### src/rtl/spi_pkg.sv
// Shared SPI definitions for spi_master and spi_slave_rx.
// Latency: n/a (types and constants only).
// Backpressure: n/a.
package spi_pkg;

    localparam int D_WIDTH_DEFAULT = 16;

    // Link runs in SPI mode 0: sclk idles low, data sampled on the rising edge.
    localparam logic SPI_CPOL = 1'b0;
    localparam logic SPI_CPHA = 1'b0;

    typedef enum logic {
        IDLE  = 1'b0,
        SHIFT = 1'b1
    } spi_rx_state_t;

endpackage

### src/rtl/sync_edge.sv
// Multi-flop synchronizer for one asynchronous pin with level and edge strobes.
// Latency: SYNC_STAGES clk cycles from pin to level; rise/fall are valid in that same cycle.
// Backpressure: none; edges are single-cycle strobes and cannot be stalled.
module sync_edge
    import spi_pkg::*;
#(
    parameter int   SYNC_STAGES = 2,
    parameter logic RST_VAL     = 1'b0
) (
    input  logic clk,
    input  logic reset,
    input  logic din,
    output logic level,
    output logic rise,
    output logic fall
);

    logic [SYNC_STAGES-1:0] sync_q, sync_d;
    logic                   hist_q, hist_d;

    // Shift the pin through the chain; the history flop holds the previous synchronized value.
    always_comb begin
        sync_d = {sync_q[SYNC_STAGES-2:0], din};
        hist_d = sync_q[SYNC_STAGES-1];
    end

    // Reset to the idle level of the pin so no spurious edge appears on release.
    always_ff @(posedge clk) begin
        if (reset) begin
            sync_q <= {SYNC_STAGES{RST_VAL}};
            hist_q <= RST_VAL;
        end else begin
            sync_q <= sync_d;
            hist_q <= hist_d;
        end
    end

    assign level = sync_q[SYNC_STAGES-1];
    assign rise  = level & ~hist_q;
    assign fall  = ~level & hist_q;

endmodule

### src/rtl/spi_slave_rx.sv
// SPI mode-0 receiver with DAC-style holding and ldac-latched output registers.
// Latency: physical cs rise to rx_valid is SYNC_STAGES+1 clk; ldac fall to dac_update likewise.
// Backpressure: none; the master cannot be stalled, errors are flagged by frame_err.
module spi_slave_rx
    import spi_pkg::*;
#(
    parameter int D_WIDTH     = D_WIDTH_DEFAULT,
    parameter int SYNC_STAGES = 2
) (
    input  logic               clk,
    input  logic               reset,
    input  logic               sclk,
    input  logic               mosi,
    input  logic               cs,
    input  logic               ldac,
    output logic [D_WIDTH-1:0] rx_data,
    output logic               rx_valid,
    output logic               frame_err,
    output logic [D_WIDTH-1:0] dac_out,
    output logic               dac_update,
    output logic               busy
);

    localparam int               CNT_W    = $clog2(D_WIDTH + 1);
    localparam logic [CNT_W-1:0] CNT_FULL = CNT_W'(D_WIDTH);

    logic sclk_lvl, sclk_rise, sclk_fall;
    logic mosi_lvl, mosi_rise, mosi_fall;
    logic cs_lvl, cs_rise, cs_fall;
    logic ldac_lvl, ldac_rise, ldac_fall;
    logic unused_edges;

    sync_edge #(.SYNC_STAGES(SYNC_STAGES), .RST_VAL(1'b0)) u_sync_sclk (
        .clk(clk), .reset(reset), .din(sclk), .level(sclk_lvl), .rise(sclk_rise), .fall(sclk_fall));
    sync_edge #(.SYNC_STAGES(SYNC_STAGES), .RST_VAL(1'b0)) u_sync_mosi (
        .clk(clk), .reset(reset), .din(mosi), .level(mosi_lvl), .rise(mosi_rise), .fall(mosi_fall));
    sync_edge #(.SYNC_STAGES(SYNC_STAGES), .RST_VAL(1'b0)) u_sync_cs (
        .clk(clk), .reset(reset), .din(cs), .level(cs_lvl), .rise(cs_rise), .fall(cs_fall));
    sync_edge #(.SYNC_STAGES(SYNC_STAGES), .RST_VAL(1'b1)) u_sync_ldac (
        .clk(clk), .reset(reset), .din(ldac), .level(ldac_lvl), .rise(ldac_rise), .fall(ldac_fall));

    assign unused_edges = ^{sclk_lvl, sclk_fall, mosi_rise, mosi_fall, cs_lvl, ldac_lvl, ldac_rise};

    spi_rx_state_t      state_q, state_d;
    logic [CNT_W-1:0]   bit_cnt_q, bit_cnt_d;
    logic [D_WIDTH-1:0] shreg_q, shreg_d;
    logic               overrun_q, overrun_d;
    logic [D_WIDTH-1:0] rx_data_q, rx_data_d;
    logic               rx_valid_q, rx_valid_d;
    logic               frame_err_q, frame_err_d;
    logic [D_WIDTH-1:0] dac_out_q, dac_out_d;
    logic               dac_update_q, dac_update_d;
    logic               busy_q, busy_d;

    // Frame FSM: a coincident sclk_rise is folded in before cs_rise closes the frame.
    always_comb begin
        state_d      = state_q;
        bit_cnt_d    = bit_cnt_q;
        shreg_d      = shreg_q;
        overrun_d    = overrun_q;
        rx_data_d    = rx_data_q;
        rx_valid_d   = 1'b0;
        frame_err_d  = 1'b0;
        dac_out_d    = dac_out_q;
        dac_update_d = 1'b0;

        case (state_q)
            IDLE: begin
                if (cs_fall) begin
                    state_d   = SHIFT;
                    bit_cnt_d = '0;
                    overrun_d = 1'b0;
                    shreg_d   = '0;
                end
            end
            SHIFT: begin
                if (sclk_rise) begin
                    if (bit_cnt_q == CNT_FULL) begin
                        overrun_d = 1'b1;
                    end else begin
                        shreg_d   = {shreg_q[D_WIDTH-2:0], mosi_lvl};
                        bit_cnt_d = bit_cnt_q + CNT_W'(1);
                    end
                end
                if (cs_rise) begin
                    state_d = IDLE;
                    if (bit_cnt_d == CNT_FULL && !overrun_d) begin
                        rx_data_d  = shreg_d;
                        rx_valid_d = 1'b1;
                    end else begin
                        frame_err_d = 1'b1;
                    end
                end
            end
            default: state_d = IDLE;
        endcase

        // ldac transfers the holding register as it stood before any same-cycle load.
        if (ldac_fall) begin
            dac_out_d    = rx_data_q;
            dac_update_d = 1'b1;
        end

        busy_d = (state_d == SHIFT);
    end

    // State and registered outputs; reset discards any partial frame without pulses.
    always_ff @(posedge clk) begin
        if (reset) begin
            state_q      <= IDLE;
            bit_cnt_q    <= '0;
            shreg_q      <= '0;
            overrun_q    <= 1'b0;
            rx_data_q    <= '0;
            rx_valid_q   <= 1'b0;
            frame_err_q  <= 1'b0;
            dac_out_q    <= '0;
            dac_update_q <= 1'b0;
            busy_q       <= 1'b0;
        end else begin
            state_q      <= state_d;
            bit_cnt_q    <= bit_cnt_d;
            shreg_q      <= shreg_d;
            overrun_q    <= overrun_d;
            rx_data_q    <= rx_data_d;
            rx_valid_q   <= rx_valid_d;
            frame_err_q  <= frame_err_d;
            dac_out_q    <= dac_out_d;
            dac_update_q <= dac_update_d;
            busy_q       <= busy_d;
        end
    end

    assign rx_data    = rx_data_q;
    assign rx_valid   = rx_valid_q;
    assign frame_err  = frame_err_q;
    assign dac_out    = dac_out_q;
    assign dac_update = dac_update_q;
    assign busy       = busy_q;

endmodule
### config.mk
export PLATFORM = sky130hd
export DESIGN_NAME = spi_slave_rx
export DESIGN_NICKNAME = d
export VERILOG_FILES = /design/src/rtl/spi_pkg.sv /design/src/rtl/sync_edge.sv /design/src/rtl/spi_slave_rx.sv
export SDC_FILE = /design/constraint.sdc
export NUM_CORES = 1
export LEC_CHECK = 0
export CAP_MARGIN = 20
export CORE_ASPECT_RATIO = 0.75
export CORE_UTILIZATION = 30
export CTS_CLUSTER_DIAMETER = 200
export DETAILED_ROUTE_END_ITERATION = 8
export MAX_ROUTING_LAYER = met4
export PLACE_DENSITY_LB_ADDON = 0.12
export SYNTH_ARGS = -nofsm -noshare
export SYNTH_HDL_FRONTEND = slang
export SYNTH_HIERARCHICAL = 1
export SYNTH_SLANG_ARGS = --single-unit
### constraint.sdc
create_clock -name clk -period 1.85 [get_ports clk]
set_input_delay 0.2775 -clock clk [delete_from_list [all_inputs] [get_ports clk]]
set_output_delay 0.2775 -clock clk [all_outputs]
set_load 0.01 [all_outputs]
==> flow_summary.yaml <==
status:
  status: "complete, but fails checks"
  violations: "setup timing"
timing:
  skew_ps: 8.34
  finalCritPeriodShare_pct: 105
  max_freq_mhz: 515
  relSlewSlack_pct: 77.3
  tightest_slew_ps: 337
  timing.hold.ws_ps: 400
  layout_setup_ws_ps: -93.1
  rsz0062_at_grt: "true"
  min_period_ps: 1940
  setup_viol: 16
  final-hold-violation-count: 0
  slew_violations: 0
critical_path:
  timing.rr.start: "bit_cnt_q[0]"
  r2r_cells: 8
  reg2reg_slack_ps: -90
  worstReg2RegEnd: "rx_data[15]"
  crit_fanout: 6
  critPathLaunchType: "flop"
  arrival_ps: 2210
  path_class: "reg -> reg"
  setup.worst_path.end_class: "flop"
  cp.required_ps: 2120
clocking:
  cts.sinks: 69
  numCtsBuffers: 9
  clock_path_buffers: 2
  clockRootBuffer: "clkbuf_16"
  cts_tree: "built"
  clk_latency_ps: 330
  hold_buffers: 0
  cts_htree_levels: 3
  clkTransAtPathRegs_ps: 60
drt:
  remaining_drc_errors: 0
  detail_route.iter0.violations: 137
  totalWireLength_um: 6510
  postRouteAntennaNets: 0
  viasPerCell: 4.82
  wl_per_cell_um: 14.0
  vias: 2240
  dr.pass1.iters: 4
floorplan:
  dieArea_um2: 9580
  fp-row-count: 29
  die_w_um: 113
  core-area_um2: 8670
  chipHeight_um: 85.0
  start_util_pct: 31.8
  ios: 42
cells_and_area:
  area_delta_synth_final_pct: 48.7
  final_cells: 465
  drive_above_1_share_pct: 23.2
  final_nets: 360
  fill_cells: 821
  diodes: 0
power_and_ir_drop:
  ir_drop_mv: 0.356
  p_leak_uw: 0.00154
  powerDensity_nw_per_um2: 885
grt:
  grt_pass1_vias: 1979
  grt_overflow: 0
  grt_pass1_wl_um: 10100
  track_usage_pct: 13.9
  antenna_found_initial: 0
  grt_max_degree: 70
min_path:
  hold_start: "u_sync_ldac/sync_q[0]"
  hp-class: "reg -> reg"
  whs_path_depth: 1
  hold-path-endpoint: "u_sync_ldac/sync_q[1]"
run:
  cap_violations: 0
synth:
  syn_inst: 283
  mappedNetlistArea_um2: 2760
  synth_nets: 291
  ys_warn_count: 6
  avgSynthCellArea_um2: 9.74
placement:
  placed_cells: 437
  portBuffers: 41
  gp_congestion: 0.778
  hpwl_um: 3870
report_power, final:
part / leakage, uW / switching, uW / internal, uW
clock: 0.000163 / 650 / 1320
combinational: 0.000813 / 82.6 / 76.3
sequential: 0.000560 / 3.88 / 1500
total: 0.00154 / 736 / 2890
final cells by class:
| type | instances | area [um^2] | area share, % |
|---|---|---|---|
| flip-flops and latches | 69 | 1390 | 33.9 |
| multi-input cells | 191 | 1390 | 33.9 |
| clock buffers | 10 | 229 | 5.59 |
| well taps | 108 | 135 | 3.30 |
| clock inverters | 6 | 111 | 2.72 |
| inverters | 4 | 17.5 | 0.428 |
| repair buffers | 77 | 826 | 20.2 |
critical path, cell delays in order (launching register included):
cell       delay (ps)
dfxtp_4           380
inv_4              40
ha_4              150
and4bb_1          220
a21oi_2           210
nand4_4           190
clkbuf_16         210
or3_1             360
a21oi_2           120
stage by stage:
| step | TNS, ps | utilization, % | setup WS (ps) | power, uW | instance area [um^2] |
|---|---|---|---|---|---|
| global placement | -276 | 39.8 | -92.6 | 1670 | 3450 |
| CTS | -200 | 45.0 | -72.2 | 3640 | 3900 |
| global route | -2430 | 47.2 | -168 | 3750 | 4100 |
| finish | -1190 | 47.2 | -93.1 | 3630 | 4100 |
| detailed placement | -645 | 39.8 | -122 | 1670 | 3450 |
| floorplan | 0 | - | 4.41 | 1610 | 2790 |
sequential cells by signal, summed over array words and instances (netlist names), 2 cells and up:
register and flops:
bit_cnt_q 5, dac_out 16, rx_data 16, shreg_q 16, u_sync_cs/sync_q 2, u_sync_ldac/sync_q 2, u_sync_mosi/sync_q 2, u_sync_sclk/sync_q 2
cells in the final DEF, fill, tap and decap left out, drive strengths merged:
master          n
bufinv          3
and3            3
a21o            1
nor3            4
or3            17
nor2b          12
clkbuf         13
clkinvlp        1
xnor2           1
buf            34
xor2            1
nor3b           2
nor2           38
clkdlybuf4s50  40
nand4           4
inv             4
nor4b           1
nand3           2
mux2i          33
nand4bb         1
dfxtp          69
or2             3
and2            1
nand2           3
clkinv          2
o32ai           1
ha              2
a22oi          15
o21ai          18
and2b           1
and4bb          1
a21oi          26
worst max-delay path by stage:
| stage | cells after the start | to | startpoint |
|---|---|---|---|
| 2_1_floorplan | 7 | rx_data[11] | bit_cnt_q[1] |
| 3_3_place_gp | 7 | rx_data[7] | bit_cnt_q[0] |
| 3_5_place_dp | 7 | rx_data[7] | bit_cnt_q[1] |
| 4_1_cts | 7 | rx_data[6] | bit_cnt_q[0] |
| 5_1_grt | 7 | rx_data[14] | u_sync_sclk/sync_q[1] |
| 6_report | 8 | rx_data[15] | bit_cnt_q[0] |
metal layers:
layer / vias to the layer above / wire length [um] / track usage, % / share of wire (%)
met5: - / 0 / - / 0
met4: 0 / 76 / 5.82 / 1.2
met3: 8 / 304 / 3.93 / 4.7
met2: 52 / 2620 / 18.0 / 40
met1: 1043 / 3510 / 19.9 / 54
li1: 1137 / - / - / -
what timing repair did:
item / in CTS / in global routing
resized for setup: 16 / 18
gates cloned: 1 / 4
pin swaps: 4 / 20
setup endpoints to repair: 16 / 17
buffers inserted: 2 / 5
Note: power is estimated with default switching activity, not from simulation.
